===== config.mk =====
export PLATFORM = sky130hd
export DESIGN_NAME = alu_cmd_queue
export DESIGN_NICKNAME = d
export VERILOG_FILES = /design/src/rtl/alu_cmd_queue.sv
export SDC_FILE = /design/constraint.sdc
export NUM_CORES = 1
export LEC_CHECK = 0
export CAP_MARGIN = 20
export CORE_AREA = 10 10 68 127
export CTS_CLUSTER_DIAMETER = 50
export DETAILED_ROUTE_END_ITERATION = 6
export DIE_AREA = 0 0 78 137
export PLACE_DENSITY = 0.87
export SLEW_MARGIN = 40
export SYNTH_ARGS = -nofsm -noshare
export SYNTH_HDL_FRONTEND = slang
export SYNTH_SLANG_ARGS = --single-unit

===== constraint.sdc =====
create_clock -name clk -period 3.98 [get_ports clk]
set_clock_uncertainty 0.15 [all_clocks]
set_input_delay 0.995 -clock clk [delete_from_list [all_inputs] [get_ports clk]]
set_output_delay 0.995 -clock clk [all_outputs]
set_load 0.02 [all_outputs]

===== src/rtl/alu_cmd_queue.sv =====
// alu_cmd_queue: command FIFO and result register around the combinational ALU stage.
//
// Commands {x, y, op} arrive over a valid/ready handshake and are queued in a DEPTH-entry
// FIFO. The head entry drives the ALU directly. The ALU result is captured into a result
// register that has its own valid/ready handshake.
//
// Optional feature: define ALU_CMD_QUEUE_DIV0_TRAP_EN to trap divide-by-zero. When an
// opcode 4'b0011 with y == 0 is captured, out_z is forced to 8'hFF and out_err is set.
// When the macro is undefined, out_err is tied to 0.
//
// Ports:
//   clk, rst_n                  clock and asynchronous active-low reset
//   in_valid/in_ready           command handshake
//   in_x, in_y, in_op           command operands and opcode
//   alu_x, alu_y, alu_op        head entry to the ALU (0 when the queue is empty)
//   alu_z                       combinational ALU result
//   out_valid/out_ready         result handshake
//   out_z, out_op, out_err      registered result, its opcode and the error flag
//   done_cnt                    saturating count of results handed downstream
module alu_cmd_queue #(
  parameter int unsigned DEPTH = 4,
  parameter int unsigned CNT_W = 16
) (
  input  logic             clk,
  input  logic             rst_n,
  input  logic             in_valid,
  output logic             in_ready,
  input  logic [3:0]       in_x,
  input  logic [3:0]       in_y,
  input  logic [3:0]       in_op,
  output logic [3:0]       alu_x,
  output logic [3:0]       alu_y,
  output logic [3:0]       alu_op,
  input  logic [7:0]       alu_z,
  output logic             out_valid,
  input  logic             out_ready,
  output logic [7:0]       out_z,
  output logic [3:0]       out_op,
  output logic             out_err,
  output logic [CNT_W-1:0] done_cnt
);

  localparam int unsigned PtrW = $clog2(DEPTH);
  localparam int unsigned CntW = PtrW + 1;
  localparam logic [CntW-1:0] Full = CntW'(DEPTH);

  logic [11:0]      mem_q [DEPTH];
  logic [PtrW-1:0]  wr_ptr_q, rd_ptr_q;
  logic [CntW-1:0]  count_q;
  logic             out_valid_q;
  logic [7:0]       out_z_q;
  logic [3:0]       out_op_q;
  logic [CNT_W-1:0] done_cnt_q;

  logic        not_empty, push, pop, handoff;
  logic [11:0] head;
  logic [7:0]  cap_z;

  // in_ready depends only on the registered count: a pop in the same cycle never frees a slot.
  assign in_ready  = (count_q != Full);
  assign not_empty = (count_q != '0);
  assign push      = in_valid && in_ready;
  // Capture whenever the result register is empty or being drained this cycle.
  assign pop       = not_empty && (!out_valid_q || out_ready);
  assign handoff   = out_valid_q && out_ready;

  assign head = not_empty ? mem_q[rd_ptr_q] : 12'h000;
  assign {alu_x, alu_y, alu_op} = head;

`ifdef ALU_CMD_QUEUE_DIV0_TRAP_EN
  logic cap_err;
  logic out_err_q;

  always_comb begin
    cap_z   = alu_z;
    cap_err = 1'b0;
    if (alu_op == 4'b0011 && alu_y == 4'h0) begin
      cap_z   = 8'hFF;
      cap_err = 1'b1;
    end
  end

  always_ff @(posedge clk or negedge rst_n) begin
    if (!rst_n) begin
      out_err_q <= 1'b0;
    end else if (pop) begin
      out_err_q <= cap_err;
    end
  end

  assign out_err = out_err_q;
`else
  assign cap_z   = alu_z;
  assign out_err = 1'b0;
`endif

  // Storage needs no reset: entries are only observed when count_q says they are valid.
  always_ff @(posedge clk) begin
    if (push) begin
      mem_q[wr_ptr_q] <= {in_x, in_y, in_op};
    end
  end

  always_ff @(posedge clk or negedge rst_n) begin
    if (!rst_n) begin
      wr_ptr_q    <= '0;
      rd_ptr_q    <= '0;
      count_q     <= '0;
      out_valid_q <= 1'b0;
      out_z_q     <= 8'h00;
      out_op_q    <= 4'h0;
      done_cnt_q  <= '0;
    end else begin
      if (push) begin
        wr_ptr_q <= wr_ptr_q + 1'b1;
      end
      if (pop) begin
        rd_ptr_q <= rd_ptr_q + 1'b1;
      end
      if (push && !pop) begin
        count_q <= count_q + 1'b1;
      end else if (pop && !push) begin
        count_q <= count_q - 1'b1;
      end

      if (pop) begin
        out_valid_q <= 1'b1;
        out_z_q     <= cap_z;
        out_op_q    <= alu_op;
      end else if (handoff) begin
        out_valid_q <= 1'b0;
      end

      if (handoff && (done_cnt_q != '1)) begin
        done_cnt_q <= done_cnt_q + 1'b1;
      end
    end
  end

  assign out_valid = out_valid_q;
  assign out_z     = out_z_q;
  assign out_op    = out_op_q;
  assign done_cnt  = done_cnt_q;

endmodule


# After elaboration in Yosys (flattened, before gate mapping)

Memory sizes are Yosys's and may differ from the RTL's.
Cells that the tools add are included.

Bits in registers: 36
Memory bits (writable): 48
Word-level logic and storage cells: 35
Memories: 1

Add/sub/neg operators: 5
Eq/ne operators: 2
Muxes and demuxes: 7
Reduce and logical (&&, ||, !) cells: 13

Memory list:

| name  | depth | bits a word | rd ports | clocked after memory_dff | write ports | line | RTL |
|---|---|---|---|---|---|---|---|
| mem_q | 4     | 12          | 1        | 0                        | 1           | 47   | `logic [11:0] mem_q [DEPTH];` |

Operators by type and width:

| operator              | count |
|---|---|
| $add 16x1->16 const B | 1 |
| $ne 16x16->1 const B  | 1 |
| $mux 12               | 1 |
| $logic_and 1x1->1     | 6 |
| $mux 3                | 2 |
| $add 2x1->2 const B   | 2 |
| $mux 1                | 4 |
| $reduce_bool 2->1     | 2 |
| $add 3x1->3 const B   | 1 |
| $logic_not 1->1       | 3 |
| $ne 3x3->1 const B    | 1 |
| $reduce_bool 3->1     | 1 |
| $sub 3x1->3 const B   | 1 |
| $logic_or 1x1->1      | 1 |

# Depth between registers and ports, before layout

Gate-level depths: netlist (run 1).

Word-level depth: 6
Depth in mapped cells: 10
Depth with buffers taken out: 9

# Worst setup path before layout (run 1)

No wires, ideal clock.

Kind: input -> register
From: input port out_ready
To: register count_q[1]
Arrival: 2.475 ns
Path slack: 1.230 ns
Cell stages on the path: 8
Path through: inv_1 -> a21oi_2 -> buf_2 -> inv_1 -> ha_1 -> inv_1 -> fa_1 -> mux2_2

Longest elaborated chain between the ends: 5
Elaborated cells on any way between the ends: 7
Those cells by class: mux (1); reduce/logical (6)

RTL lines:

| item                                               | line | RTL |
|---|---|---|
| start, declared                                    | 36   | `input logic out_ready,` |
| $logic_or 1x1->1 *                                 | 64   | `assign pop = not_empty && (!out_valid_q \|\| out_ready);` |
| $logic_and 1x1->1 *                                | 64   |  |
| $logic_not 1->1                                    | 120  | `if (push && !pop) begin` |
| $logic_and 1x1->1                                  | 120  |  |
| $mux 3 / $reduce_bool 2->1 (equally long branches) | --   |  |
| end signal, assigned                               | 121  | `count_q <= count_q + 1'b1;` |
| end signal, assigned                               | 123  | `count_q <= count_q - 1'b1;` |
| end, declared                                      | 49   | `logic [CntW-1:0] count_q;` |

Mark *: on every way between the ends. The rest lies on a longest branch, timed or not.
A chain may end at the register's enable or synchronous reset.

# Final worst setup path (run 1)

From: register rd_ptr_q[1]
To: output port alu_y[0]

Longest elaborated chain between the ends: 2

RTL lines:

| item                   | line | RTL |
|---|---|---|
| start, declared        | 48   | `logic [PtrW-1:0] wr_ptr_q, rd_ptr_q;` |
| start signal, assigned | 118  | `rd_ptr_q <= rd_ptr_q + 1'b1;` |
| $mem_v2 4x12           | --   |  |
| $mux 12                | 67   | `assign head = not_empty ? mem_q[rd_ptr_q] : 12'h000;` |
| end, declared          | 32   | `output logic [3:0] alu_y,` |

No other way between the ends.

==> results of run 1 <==
==> worst max-delay path, cell delays in order (launching register included) <==
cell and delay [ps]:
dfrtp_1 720, mux4_2 310, nor2b_1 160, clkdlybuf4s50_1 660
==> placed cells by master (no fill, tap or decap), types with 5 or more instances in the layout <==
cell type	n
clkdlybuf4s50_1	64
edfxtp_1	48
dfrtp_1	36
mux2_2	14
mux4_2	12
nor2b_1	12
xor2_1	12
clkbuf_16	10
inv_1	8
xnor2_1	8
nand2_1	7
and3_1	6
ha_1	6
nor2_1	5
==> worst max-delay path by stage <==
stage | startpoint | end
global placement | out_ready | count_q[1]
detailed placement | in_valid | count_q[2]
floorplan | out_ready | count_q[1]
CTS | rd_ptr_q[0] | alu_op[3]
global route | rd_ptr_q[1] | alu_y[0]
finish | rd_ptr_q[1] | alu_y[0]
==> cell type report <==
class	instances	area (µm²)	share of cell area, %
flip-flops and latches	84	2340	50.7
clock buffers	12	258	5.58
repair buffers	68	671	14.5
clock inverters	4	47.5	1.03
multi-input cells	117	1160	25.1
well taps	88	110	2.38
inverters	8	30.0	0.650
==> kinds of logic (layout without fill, tap and decap cells) <==
logic type,Yosys count,count (layout),synth area share (%)
flops,84,84,65.1
mux,27,27,12.3
other cells,1,1,0.104
buf+inv,16,92,2.64
xor+xnor,21,21,5.32
simple gates,57,57,11.0
compound gates,4,4,0.870
fa+ha+maj,7,7,2.64
==> flip-flops by register name, summed over array words and instances (netlist names) <==
signal	count
count_q	3
done_cnt	16
mem_q	48
out_op	4
out_valid	1
out_z	8
rd_ptr_q	2
wr_ptr_q	2
==> layer usage <==
metal,share of wire (%),global-route usage [%],vias up
li1,-,-,938
met1,34,14.0,1027
met2,57,27.7,68
met3,7.0,6.11,11
met4,1.7,5.41,0
met5,0,0,-
==> through the flow <==
step	cell area [µm²]	utilization [%]	cells	worst slack (ps)	hold slack, ps
floorplan	3600	-	217	1230	332
global placement	4310	65.6	365	974	338
detailed placement	4310	65.6	365	893	342
CTS	4610	70.2	381	605	348
global route	4620	70.3	381	542	359
finish	4620	70.3	381	652	339
==> power breakdown <==
group	internal [µW]	total, µW	switching [µW]
sequential	1160	1320	159
combinational	695	1370	670
clock	522	832	310
total	2380	3520	1140
==> results.md, run 1 <==
- Status: completed
- Grt ovf: 0
- TritonCTS clock tree: yes
- Data arrival time of the critical path: 2180 ps
- Area Overhead vs Synth: 28.4%
- Worst Hold Path EP: done_cnt[6]
- Worst VDD drop: 0.470 mV
- DR DRC count: 0
- R2r worst-path depth: 10
- Max cap viols: 0
- I/O Buffers: 65
- FMAX: 301 MHz
- Die area: 0.0107 mm²
- Worst Setup End Kind: primary output
- Worst Setup Start Kind: register
- Final hold vios: 0
- DRT antenna net count: 0
- Leak Pwr: 0.00179 µW
- Area of the mapped netlist: 0.00360 mm²
- Synth top area cells: edfxtp_1 (40%), dfrtp_1 (25%), mux4_2 (7.5%)
- CP Class: reg2out
- Clk slew on worst S/H paths: 60 ps
- Vias in the first global route: 2326
- Global Route Usage Sum: 14.8%
- IO Pins: 67
- Least-Margin Pin Slew: 668 ps
- # fillers: 424
- Total Power: 3520 µW
- RSZ-0062 raised after global routing: false
- Largest area contributor in the netlist: edfxtp_1
- Final clock period utilization by the worst path: 83.6%
- First-pass GRT wire length: 12100 µm
- Power Density: 762 mW/mm²
- Cell with the most instances after synthesis: edfxtp_1
- Ys flop type: edfxtp_1
- Final WL: 7330 µm
- Hpwl dp: 5270 µm
- CTS root buffer: clkbuf_16
- Cell Rows: 42
- Cell count after synthesis: 217
- Die width: 78 µm
- Nets: 319
- CP Max Fanout: 13
- Routed vias/inst: 5.36
- Number of buffers created by CTS: 9
- Initial antenna violation count: 0
- Critical R2R Capture: count_q[2]
- Beginning of the worst register-to-register path: count_q[1]
- Syn_nets: 248
- Setup TNS: 0 ps
- H-tree levels: 3
- Post-synth ARST share: 42.9%
- Hold WC Path Type: reg2reg
- Worst-skew pair later-pin latency: 330 ps
- Relative slew margins: 55.4%
- Mean Syn Cell Area: 16.6 µm²
- Pin count of the biggest net entering global routing: 37
- DRT iter0 DRCs: 110
- Largest buffer count on any clock path: 2
- Layout cells sized above 1: 20.1%
- Final min period: 3330 ps
- Yosys Warn Count: 0
- Clk sinks: 84
- Hold Crit Depth: 1
- Initial Utilization: 54.7%
- Cell variety after synth: 41
- Hold buffer count at cts: 0
- Worst endpoint required time: 2830 ps
- Cts repair resizes: 0
- Slew Limit Fails: 0
- Post-synth top area share: 40.1%
- Per-cell routed wire length: 19.2 µm
- Hold Crit Start: done_cnt[6]
- Antenna cells: 0
- Total number of vias: 2044
- Post-synth top cells: edfxtp_1 (48), dfrtp_1 (36), mux2_2 (14)
- Sequential share of the synthesized area: 65.1%
- Core area: 0.00657 mm²
- Chip height: 137 µm
- Final setup fails: 0
- Number of synthesized flops with an enable pin: 48
- Post-CTS setup buffers: 0
- RePlAce Congestion: 0.800
- Register bit total from synthesis: 84
- Setup slack, reg-to-reg: 1700 ps
- First-pass DRT Iterations: 4
No activity file was read; power rests on OpenSTA's default activity.
==> run 2: changes to the inputs <==
- CORE_AREA: 10 10 68 127 -> 10 10 73 137
- DIE_AREA: 0 0 78 137 -> 0 0 83 147
- PLACE_DENSITY: 0.87 -> 0.79
- clock period: 3.98 -> 2.7 ns (I/O delays scaled with it)
==> results.md, run 2 (synthesis results as in run 1) <==
- Status: completed
- Core area: 0.00783 mm²
- Layout cells sized above 1: 27.2%
- Worst-skew pair later-pin latency: 330 ps
- RSZ-0062 raised after global routing: false
- Global Route Usage Sum: 12.0%
- I/O Buffers: 65
- Worst VDD drop: 0.810 mV
- Final worst slack: 65.4 ps
- Slew Limit Fails: 0
- First-pass GRT wire length: 11800 µm
- Met3 WL post-DR: 543 µm
- Pin count of the biggest net entering global routing: 37
- Setup slack, reg-to-reg: 380 ps
- Worst endpoint required time: 1880 ps
- Vias in the first global route: 2264
- Nets: 331
- CTS root buffer: clkbuf_16
- Family with the most delay on the worst path: multiplexers
- Max cap viols: 0
- Initial Utilization: 45.9%
- Beginning of the worst register-to-register path: count_q[1]
- Final cell count without fillers: 401
- Final min period: 2630 ps
- Die area: 0.0122 mm²
- First-pass DRT Iterations: 4
- Largest Register: mem_q
- Clk sinks: 84
- Cell Rows: 46
- Flip-flop count of the largest register after layout: 48
- Routed vias/inst: 5.25
- CP max stage delay: 480 ps
- Final clock period utilization by the worst path: 97.6%
- Commonest non-fill, non-tap cell in the layout: clkdlybuf4s50_1
- Final WL: 7180 µm
- Cells along the critical path: buf_6 -> mux4_2 -> nor2b_1 -> dlygate4sd2_1
- R2r worst-path depth: 10
- Worst Setup Start Kind: register
- CP Class: reg2out
- Critical R2R Capture: count_q[2]
- Setup TNS: 0 ps
- Placed Cells: 383
- DRT iter0 DRCs: 154
- Area Overhead vs Synth: 30.5%
- IO Pins: 67
- CP Max Fanout: 6
- DR WL met2: 3660 µm
- Clk slew on worst S/H paths: 60 ps
- Per-cell routed wire length: 17.9 µm
- # fillers: 616
- Worst path slowest cell: mux4_2
- Highest Signal Layer: met4
- FMAX: 380 MHz
- TritonCTS clock tree: yes
- Setup Slack @ Placement: 20.0 ps
- Final hold vios: 0
- Most frequent cells in the layout: clkdlybuf4s50_1 (52), edfxtp_1 (48), dfrtp_1 (35), mux2_2 (14), buf_4 (14)
- Initial antenna violation count: 0
- DR DRC count: 0
- Critical path startpoint: rd_ptr_q[0]
- Final setup fails: 0
- Worst Setup End Kind: primary output
- RePlAce Congestion: 0.799
- Die width: 83 µm
- Largest buffer count on any clock path: 2
- Met1 WL: 2840 µm
- Total number of vias: 2105
- Grt ovf: 0
- Number of buffers created by CTS: 9
- Antenna cells: 0
- Hold WC Path Type: in2async
- Data arrival time of the critical path: 1810 ps
- CP bufs+invs: 2
- Leak Pwr: 0.00187 µW
- Power Density: 1110 mW/mm²
- H-tree levels: 3
- Hpwl dp: 5130 µm
- Chip height: 147 µm
- DRT antenna net count: 0
[run 2: cell count changes in the layout (fill, tap and decap cells not counted), moves of 2 or more]
cell	previous run	this run
dlygate4sd2_1	0	3
inv_6	0	3
clkdlybuf4s50_1	64	52
clkbuf_1	2	0
buf_4	4	14
buf_6	0	2
clkbuf_2	0	9
[run 2: layout make-up]
type / count / area, µm² / share of cell area (%)
clock inverter: 7 / 97.6 / 2.08
timing repair buffer: 80 / 719 / 15.3
sequential: 84 / 2340 / 49.9
clock buffer: 9 / 225 / 4.80
tap: 96 / 120 / 2.56
inverter: 8 / 30.0 / 0.640
multi-input combinational: 117 / 1160 / 24.7
[run 2: layer usage]
layer	vias to the layer above	track usage, %
met3	8	4.87
met5	-	0
met4	0	4.97
met1	1058	13.2
li1	971	-
met2	68	19.9
[run 2: worst max-delay path by stage]
| stage | end | slack (ps) | depth (start not counted) |
|---|---|---|---|
| 6_report | alu_y[0] | 70 | 4 |
| 5_1_grt | alu_x[1] | 4 | 4 |
| 4_1_cts | alu_op[2] | 1 | 4 |
| 3_5_place_dp | count_q[2] | 20 | 8 |
| 3_3_place_gp | alu_op[0] | 80 | 3 |
| 2_1_floorplan | count_q[1] | 270 | 8 |
[run 2: power breakdown]
group          switching (µW)  total (µW)  internal (µW)
Combinational             990        1960            975
Clock                     491        1310            816
Sequential                244        1960           1710
[run 2: timing repair]
item                                    in CTS  in global routing
endpoints found under the setup margin      12                 12
gates resized for setup                     21                 12
setup buffers                                0                  2
hold buffers                                 0                  0
endpoints found under the hold margin        0                  0
[run 2: per-stage QoR]
stage / utilization, % / power, µW / hold slack [ps] / area, µm²
5_1_grt: 60.0 / 5530 / 179 / 4690
6_report: 60.0 / 5230 / 140 / 4690
2_1_floorplan: - / 3130 / 229 / 3600
3_3_place_gp: 56.1 / 3990 / 332 / 4390
3_5_place_dp: 56.1 / 4070 / 338 / 4390
4_1_cts: 60.3 / 5330 / 302 / 4720
==> run 3: changes to the inputs <==
- GPL_TIMING_DRIVEN: default -> 0
- SETUP_SLACK_MARGIN: default -> 0.2
==> results.md, run 3 (synthesis results as in run 1) <==
- Status: completed
- Hold buffer count at cts: 0
- Slew Limit Fails: 0
- RSZ-0062 raised after global routing: true
- Grt ovf: 0
- Final cell count without fillers: 401
- CP Max Fanout: 5
- Data arrival time of the critical path: 1750 ps
- Cell Int Power: 3490 µW
- Vias in the first global route: 2274
- DRT antenna net count: 0
- Psw: 1780 µW
- Gate power share: 41.5%
- Chip height: 147 µm
- Die width: 83 µm
- CTS root buffer: clkbuf_16
- Design area: 0.00479 mm²
- Final clock period utilization by the worst path: 95.2%
- Most frequent cells in the layout: clkdlybuf4s50_1 (50), edfxtp_1 (48), dfrtp_1 (35), mux2_2 (14)
- Final WL: 7090 µm
- Setup Slack @ Placement: -523 ps
- Antenna cells: 0
- Utilization after layout: 61.2%
- Global Route Usage Sum: 11.8%
- Number of buffers created by CTS: 9
- DRT iter0 DRCs: 126
- Worst VDD drop: 0.652 mV
- Placed Cells: 379
- First-pass DRT Iterations: 4
- Hpwl dp: 5030 µm
- Core area: 0.00783 mm²
- Initial Utilization: 45.9%
- Layout cells sized above 1: 30.5%
- Sw frac: 33.8%
- Clk slew on worst S/H paths: 70 ps
- Commonest non-fill, non-tap cell in the layout: clkdlybuf4s50_1
- Power Density: 1100 mW/mm²
- Hold_ws: 141 ps
- Largest Register: mem_q
- Final worst slack: 129 ps
- Part of the power in the clock network: 21.7%
- Clk sinks: 84
- Worst endpoint required time: 1880 ps
- RePlAce Congestion: 0.745
- Routed vias/inst: 5.21
- IO Pins: 67
- Relative slew margins: 54.6%
- Worst Setup End Kind: primary output
- Area post-placement: 0.00439 mm²
- Hold WC Path Type: in2async
- DR DRC count: 0
- Final min period: 2570 ps
- Total number of vias: 2089
- Worst-skew pair later-pin latency: 330 ps
- # fillers: 612
- H-tree levels: 3
- Flip-flop count of the largest register after layout: 48
- Area Overhead vs Synth: 33.3%
- Final hold vios: 0
- Leak Pwr: 0.00191 µW
- Final setup fails: 0
- Worst Setup Start Kind: register
- Nets: 331
- Flop pwr share: 36.8%
- Least-Margin Pin Slew: 681 ps
- First-pass GRT wire length: 11800 µm
- Cell Rows: 46
- Pin count of the biggest net entering global routing: 20
- CP Class: reg2out
- I/O Buffers: 65
- Max cap viols: 0
- TritonCTS clock tree: yes
- Initial antenna violation count: 0
- Die area: 0.0122 mm²
- Largest buffer count on any clock path: 2
- FMAX: 389 MHz
- Per-cell routed wire length: 17.7 µm
-- run 3: changes by cell type in the layout (fill, tap and decap cells not counted), sizes merged --
cell / change
dlygate4sd2: -3
clkbuf: -7
clkdlybuf4s50: -2
buf: +10
dlymetal6s2s: +2
clkinv: +2
bufinv: -2
-- run 3: timing repair --
action / in CTS / in global routing
endpoints found under the setup margin: 14 / 15
cloned: 0 / 1
setup buffers: 4 / 1
resized for setup: 62 / 24
pin swaps: 2 / 0
-- run 3: final cells by class --
cell class	count	area (µm²)	area share, %
Clock buffer	9	225	4.70
Tap cell	96	120	2.51
Inverter	8	30.0	0.626
Clock inverter	7	58.8	1.23
Timing Repair Buffer	72	718	15.0
Sequential cell	84	2340	48.9
Multi-Input combinational cell	117	1190	24.9
Buffer	8	103	2.14
-- run 3: path summary, 6_finish.rpt --
kind / start / endpoint / slack (ps) / cells after the start
worst max register to register: count_q[1] / count_q[2] / 350 / 10
worst max-delay path: rd_ptr_q[0] / alu_y[3] / 130 / 5
worst min register to register: done_cnt[6] / done_cnt[6] / 360 / 1
worst min-delay path: rst_n / out_op[2] / 140 / 1
max in group asynchronous: rst_n / done_cnt[6] / 1800 / 2
min in group clk: done_cnt[6] / done_cnt[6] / 360 / 1
-- run 3: critical path: stages (launching register included) --
cell       delay (ps)
dfrtp_1           350
buf_6             140
clkbuf_16         150
mux4_2            480
nor2b_2           170
buf_6             130
-- run 3: power by group through the flow --
stage / Clock, µW / Sequential, µW / Combinational, µW
floorplan: 0 / 2060 / 1070
global placement: 0 / 1920 / 2030
detailed placement: 0 / 1950 / 2070
CTS: 1170 / 1940 / 2050
global route: 1220 / 1980 / 2350
finish: 1140 / 1940 / 2180
-- run 3: metal layers --
metal	global-route usage, %	part of all wire, %	vias up
met4	4.62	1.3	0
li1	-	-	972
met3	4.10	7.5	8
met5	0	0	-
met1	14.1	42	1038
met2	19.0	50	71
-- run 3: per-stage QoR --
step           setup TNS [ps]  total power (µW)
2_1_floorplan               0              3130
3_3_place_gp            -2180              3950
3_5_place_dp            -2380              4020
4_1_cts                     0              5160
5_1_grt                     0              5560
6_report                    0              5270
